## config.mk

```make
export PLATFORM = sky130hd
export DESIGN_NAME = memory_cycle_sequencer
export DESIGN_NICKNAME = d
export VERILOG_FILES = /design/src/rtl/memory_cycle_sequencer.sv
export SDC_FILE = /design/constraint.sdc
export NUM_CORES = 1
export LEC_CHECK = 0
export CORE_MARGIN = 1.5
export CORE_UTILIZATION = 50
export CTS_CLUSTER_DIAMETER = 100
export DETAILED_ROUTE_END_ITERATION = 12
export PLACE_DENSITY = 0.82
export SLEW_MARGIN = 20
export SYNTH_ARGS = -nofsm -noshare
export SYNTH_HDL_FRONTEND = slang
export SYNTH_SLANG_ARGS = --single-unit
```

## constraint.sdc

```tcl
create_clock -name sys_clock_i -period 6.9 [get_ports sys_clock_i]
set_clock_uncertainty 0.15 [all_clocks]
set_input_delay 1.38 -clock sys_clock_i [delete_from_list [all_inputs] [get_ports sys_clock_i]]
set_output_delay 1.38 -clock sys_clock_i [all_outputs]
set_load 0.02 [all_outputs]
```

## src/rtl/memory_cycle_sequencer.sv

```systemverilog
// Sequences one external memory/IO bus cycle at a time (setup, strobe, hold)
// for either a CPU bus cycle or an SPI bridge request, with a one-deep CPU pending slot.
module memory_cycle_sequencer #(
    parameter int SETUP_CYCLES  = 1,
    parameter int STROBE_CYCLES = 3
) (
    input  logic        sys_clock_i,
    input  logic        reset_n_i,
    input  logic        cpu_start_i,
    input  logic        cpu_rw_n_i,
    input  logic [15:0] cpu_addr_i,
    input  logic [7:0]  cpu_data_i,
    input  logic        ram_en_i,
    input  logic        io_en_i,
    input  logic        is_readonly_i,
    input  logic        decoded_a15_i,
    input  logic        decoded_a16_i,
    input  logic        spi_req_i,
    input  logic        spi_we_i,
    input  logic [16:0] spi_addr_i,
    input  logic [7:0]  spi_data_i,
    output logic        spi_ack_o,
    output logic [7:0]  spi_data_o,
    output logic        cpu_done_o,
    output logic [7:0]  cpu_data_o,
    output logic [16:0] ram_addr_o,
    output logic        ram_oe_n_o,
    output logic        ram_we_n_o,
    output logic        io_oe_n_o,
    output logic        io_we_n_o,
    input  logic [7:0]  mem_data_i,
    output logic [7:0]  mem_data_o,
    output logic        mem_data_oe_o,
    output logic        busy_o,
    output logic        overrun_o
);

    typedef enum logic [1:0] {IDLE, SETUP, STROBE, HOLD} state_t;

    typedef struct packed {
        logic        cpu;
        logic        read;
        logic        ram;
        logic        io;
        logic        ro;
        logic [16:0] addr;
        logic [7:0]  wdata;
    } cycle_t;

    localparam logic [3:0] SETUP_LAST  = 4'(SETUP_CYCLES - 1);
    localparam logic [3:0] STROBE_LAST = 4'(STROBE_CYCLES - 1);

    state_t     state;
    state_t     state_next;
    logic [3:0] cnt;
    cycle_t     cur;
    cycle_t     pend;
    logic       pend_valid;
    cycle_t     cpu_in;
    cycle_t     spi_in;
    logic       launch;
    logic       unused_addr_msb;

    // Address bit 15 comes from the decoder, so the raw CPU bit is not used.
    assign unused_addr_msb = cpu_addr_i[15];

    always_comb begin
        cpu_in       = '0;
        cpu_in.cpu   = 1'b1;
        cpu_in.read  = cpu_rw_n_i;
        cpu_in.ram   = ram_en_i;
        cpu_in.io    = io_en_i;
        cpu_in.ro    = is_readonly_i;
        cpu_in.addr  = {decoded_a16_i, decoded_a15_i, cpu_addr_i[14:0]};
        cpu_in.wdata = cpu_data_i;

        spi_in       = '0;
        spi_in.cpu   = 1'b0;
        spi_in.read  = ~spi_we_i;
        spi_in.ram   = 1'b1;
        spi_in.addr  = spi_addr_i;
        spi_in.wdata = spi_data_i;
    end

    assign launch = (state == IDLE) && (cpu_start_i || pend_valid || spi_req_i);

    always_ff @(posedge sys_clock_i or negedge reset_n_i) begin
        if (!reset_n_i) begin
            state <= IDLE;
        end else begin
            state <= state_next;
        end
    end

    always_comb begin
        state_next = state;
        case (state)
            IDLE:    if (launch) state_next = SETUP;
            SETUP:   if (cnt == SETUP_LAST) state_next = STROBE;
            STROBE:  if (cnt == STROBE_LAST) state_next = HOLD;
            HOLD:    state_next = IDLE;
            default: state_next = IDLE;
        endcase
    end

    always_ff @(posedge sys_clock_i or negedge reset_n_i) begin
        if (!reset_n_i) begin
            cnt <= '0;
        end else if (state_next != state || state == IDLE) begin
            cnt <= '0;
        end else begin
            cnt <= cnt + 4'd1;
        end
    end

    always_ff @(posedge sys_clock_i or negedge reset_n_i) begin
        if (!reset_n_i) begin
            cur        <= '0;
            pend       <= '0;
            pend_valid <= 1'b0;
            overrun_o  <= 1'b0;
            cpu_data_o <= '0;
            spi_data_o <= '0;
        end else begin
            if (launch) begin
                if (pend_valid) begin
                    cur <= pend;
                end else if (cpu_start_i) begin
                    cur <= cpu_in;
                end else begin
                    cur <= spi_in;
                end
            end

            // A start arriving while the slot drains in IDLE refills it at once.
            if (cpu_start_i) begin
                if (state == IDLE) begin
                    if (pend_valid) pend <= cpu_in;
                end else if (!pend_valid) begin
                    pend       <= cpu_in;
                    pend_valid <= 1'b1;
                end else begin
                    overrun_o <= 1'b1;
                end
            end else if (state == IDLE && pend_valid) begin
                pend_valid <= 1'b0;
            end

            if (state == STROBE && cnt == STROBE_LAST && cur.read) begin
                if (!cur.cpu) begin
                    spi_data_o <= mem_data_i;
                end else if (cur.ram || cur.io) begin
                    cpu_data_o <= mem_data_i;
                end
            end
        end
    end

    always_comb begin
        ram_oe_n_o    = 1'b1;
        ram_we_n_o    = 1'b1;
        io_oe_n_o     = 1'b1;
        io_we_n_o     = 1'b1;
        busy_o        = (state != IDLE);
        mem_data_oe_o = (state != IDLE) && !cur.read;
        cpu_done_o    = (state == HOLD) && cur.cpu;
        spi_ack_o     = (state == HOLD) && !cur.cpu;
        ram_addr_o    = cur.addr;
        mem_data_o    = cur.wdata;
        if (state == STROBE) begin
            ram_oe_n_o = !(cur.ram && cur.read);
            ram_we_n_o = !(cur.ram && !cur.read && !cur.ro);
            io_oe_n_o  = !(cur.io && cur.read);
            io_we_n_o  = !(cur.io && !cur.read);
        end
    end

endmodule

```

* Word-level counts from Yosys, hierarchy flattened
Index checks and enable logic that the tools add are counted.
** Storage, ports and cells
- Register bits after elaboration :: 84
- Input port bits :: 68
** Operators by class
- Add/subtract/negate cells :: 1
- Eq/ne operators :: 8
- Multiplexer cells :: 17
- Bitwise operators :: 3
- Reductions and logical operators :: 32
** Operator list (number)
- 2-to-1 mux 30 bit :: 5
- logical AND 1 bit :: 12
- AND reduction 3 bit :: 3
- one-hot mux 2 bit (4 select lines) :: 1
- zero test 1 bit :: 7
- 2-to-1 mux 1 bit :: 7
- 2-to-1 mux 2 bit :: 3
- adder 4 x 1 -> 4 bit, second input constant :: 1
- == test 2 bit, second input constant :: 2
- == test 4 x 2 -> 1 bit, second input constant :: 1
- zero test 4 bit :: 1
- logical OR 1 bit :: 4
- 2-to-1 mux 4 bit :: 1
- inequality test 2 bit, second input constant :: 2
- AND reduction 2 bit :: 2
- nonzero test 2 bit :: 2
- inverter 1 bit :: 3
- == test 2 x 1 -> 1 bit, second input constant :: 1
- zero test 2 bit :: 1
- inequality test 2 x 1 -> 1 bit, second input constant :: 1
- inequality test 2 bit :: 1

* Logic depth before layout (Yosys ltp)
- Depth in word-level cells :: 8
- Gate-level depth with buffers :: 8
- Depth with buffers taken out :: 6

* Least setup slack after synthesis
OpenSTA, ideal clock, no wires.
- Kind :: reg2out
- From :: register state[1]
- To :: output mem_data_oe_o
- Arrival :: 1267 ps
- Required time :: 5370 ps
- Setup slack :: 4103 ps
- Stages on the path, launching flop included :: 5
- Cells stage by stage :: dfrtp_1 -> or2_2 -> clkbuf_1 -> inv_1 -> nor2_1
** Between the ends
- Word-level cells in the longest chain between the ends :: 2
** Ends and longest elaborated chain
- start, declared :: RTL line 53 : state_t state;
- start signal, assigned :: RTL line 91 : state <= state_next;
- nonzero test 2 bit
- named net busy_o :: RTL line 34 : output logic busy_o,
- logical AND 1 bit :: RTL line 165 : mem_data_oe_o = (state != IDLE) && !cur.read;
- end, declared :: RTL line 33 : output logic mem_data_oe_o,
The timed path passes the listed nets, and every way through them passes these cells.

* Final worst setup path
- From :: register state[0]
- To :: output mem_data_oe_o
** Between the ends
- Word-level cells in the longest chain between the ends :: 2
** Ends and longest elaborated chain (RTL line)
- nonzero test 2 bit :: 165
- logical AND 1 bit :: 165
Every way passes these cells.

==> results.yml <==
yosys:
  ys_seq_area_share_pct: 51.69
  synth_xor_area_share_pct: 0.4308
  synth_compound_area_share_pct: 5.415
  yosysUniqueCellTypes: 32
  synthSimpleGateAreaFrac_pct: 7.723
  synth_seq_cells: 84
  synthAdderAreaFrac_pct: 1.231
  yosysWarnings: 0
  syn-num-nets: 409
  synth.cell_area_sq_um: 4066
  netlist_instances: 337
  avgSynthCellArea_sq_um: 12.07
  synth.area.mux_share_pct: 26.37
  synth_top_family_by_area: "multiplexers"
worst_setup_path:
  r2r_setup_slack_ns: 4.14
  critPathLaunchType: "flip-flop"
  worst_path_max_delay_cell: "clkdlybuf4s50_1"
  cp.arrival_ns: 1.95
  worst-path-max-fanout: 8
  r2r_cells: 4
  critPathKind: "reg2out"
  reg2reg_to: "pend[6]"
  r2r_start: "pend_valid"
  cp_cell_sequence: "or2_2 > inv_1 > nor2_1 > clkdlybuf4s50_1"
  max_stage_delay_ns: 0.55
  end_kind: "output pin"
  crit_required_ns: 5.37
global_routing:
  grt_pass1_vias: 2897
  antenna_found_initial: 0
  grt_remaining_overflow: 0
  grt.total_usage_pct: 20.78
  grt_pass1_wl_um: 13820
  grt_max_degree: 85
routing:
  drc: 0
  first_pass_iters: 4
  post_drt_wl_per_cell_um: 16.11
  ant_nets: 0
  drt_iter0_markers: 96
  vias: 2781
  routed_wl_um: 8521
  via_per_inst: 5.257
timing:
  tightestPinTransition_ns: 0.9687
  tns_ns: 0
  finalCriticalPeriod_ns: 3.480
  timing.final.crit_share_pct: 50.44
  rsz0062_at_grt: "false"
  max_freq_mhz: 287.3
  max-slew-margin-rel_pct: 35.27
  finalWorstSetupSlack_ns: 3.420
  setup_viol: 0
  maxSlewViolCount: 0
  hold_viol: 0
cells_and_area:
  fill_cells: 589
  n_antenna_cell: 0
  area_growth_pct: 31.02
  stdcell_count: 529
  most-common-layout-cells: "clkdlybuf4s50_1, dfrtp_1, mux2_2"
  layout.nets: 494
  final_common_cell: "clkdlybuf4s50_1"
  final_cell_area_sq_um: 5328
  drive_above_1_share_pct: 22.95
clock_tree:
  htreeDepth: 3
  clk-insertion-delay-late_ns: 0.34
  tritoncts.num_buffers: 9
  cts_resized: 0
  path_clk_slew_ns: 0.08
  cts_buffer_depth: 2
  cts-root-buf: "clkbuf_8"
  numClockSinks: 84
  cts_tree: "built"
  postCtsHoldBufs: 0
  post_cts_buffers: 0
placement:
  dp_slack_ns: 3.066
  gp_congestion: 0.7446
  place_hpwl_um: 5828
  post-place-cells: 513
  dpl_cell_area_sq_um: 5092
  port_buffers: 116
floorplan:
  dieArea_sq_um: 8683
  ios: 118
  die_h_um: 93.18
  fp.dieW_um: 93.18
  rows: 32
  start_util_pct: 52.08
  core_area_sq_um: 7807
outcome:
  status: "completed"
job:
  maxCapViolCount: 0
power_and_ir_drop:
  peakVddDrop_uv: 224.1
  p_per_area_nw_per_um2: 439.1
  leakage_nw: 2.349
worst_hold_path:
  min_to: "pend[29]"
  hp-class: "reg2reg"
  hold-path-cell-count: 1
  min_from: "pend[29]"
-- critical path: cells and delay by family (launching register included) --
family	cells	cell delay, ns
buffers and inverters	2	0.69
DFF	1	0.46
and+or+nand+nor	2	0.46
-- layer usage --
layer / global-route usage [%] / wire, um
met3: 4.797 / 297
met4: 8.712 / 230
met2: 36.01 / 4405
met1: 24.73 / 3587
met5: 0 / 0
-- power breakdown --
| group | leakage [nW] | switching [mW] | internal (mW) |
|---|---|---|---|
| combinational | 1.20 | 0.468 | 0.580 |
| clock | 0.117 | 0.169 | 0.240 |
| sequential | 1.03 | 0.167 | 0.716 |
| total | 2.35 | 0.804 | 1.54 |
-- sequential cells by signal, summed over array words and instances, names as in the netlist --
name,count
state,2
pend,30
pend_valid,1
overrun_o,1
cnt,4
cpu_data_o,8
cur,5
mem_data_o,8
ram_addr_o,17
spi_data_o,8
-- worst max-delay path by stage --
stage                start             to  slack [ns]
4_1_cts           state[0]  mem_data_oe_o        3.41
6_report          state[0]  mem_data_oe_o        3.42
5_1_grt           state[0]  mem_data_oe_o        3.31
3_5_place_dp   cpu_start_i  mem_data_o[4]        3.07
2_1_floorplan     state[1]  mem_data_oe_o        4.10
3_3_place_gp   cpu_start_i  ram_addr_o[4]        3.11
-- cells in the mapped netlist, drive strengths merged --
cell | n | share of area, %
a211o | 1 | 0.22
a21oi | 1 | 0.12
a22o | 2 | 0.43
a22oi | 1 | 0.18
a2bb2oi | 1 | 0.22
a31o | 1 | 0.22
a31oi | 1 | 0.15
and3 | 1 | 0.15
buf | 36 | 6.0
clkbuf | 7 | 0.65
dfrtp | 84 | 52
ha | 4 | 1.2
inv | 5 | 0.46
mux2 | 73 | 20
mux2i | 25 | 6.2
nand2 | 30 | 2.8
nand2b | 4 | 0.62
nand3 | 4 | 0.49
nand3b | 2 | 0.37
nor2 | 8 | 0.74
nor2b | 6 | 0.92
nor3 | 3 | 0.92
o211ai | 1 | 0.18
o21ai | 30 | 3.7
or2 | 2 | 0.31
or3b | 2 | 0.43
xnor2 | 1 | 0.22
xor2 | 1 | 0.22
-- kinds of logic (layout without fill, tap and decap cells) --
logic type / after synthesis / count (layout)
muxes: 98 / 98
DFF: 84 / 84
and+or+nand+nor: 62 / 62
buffers and inverters: 48 / 138
AOI/OAI and AO/OA: 39 / 39
adders and majority gates: 4 / 4
xor gates and xnor gates: 2 / 2
-- cell type report --
cell class	instances	area (sq um)	area share [%]
Multi-Input combinational cell	205	1682	31.56
Timing Repair Buffer	117	1165	21.86
Inverter	5	18.77	0.3523
Tap cell	102	127.6	2.395
Sequential cell	84	2103	39.48
Clock inverter	5	100.1	1.879
Clock buffer	11	131.4	2.466
-- stage by stage --
step	hold WS [ns]	power [mW]	utilization, %
detailed placement	0.3040	1.947	65.22
CTS	0.3266	2.360	68.19
finish	0.3228	2.339	68.24
global placement	0.3007	1.903	65.22
global route	0.3449	2.488	68.24
floorplan	0.2855	1.644	-
No activity file was read; power rests on OpenSTA's default activity.
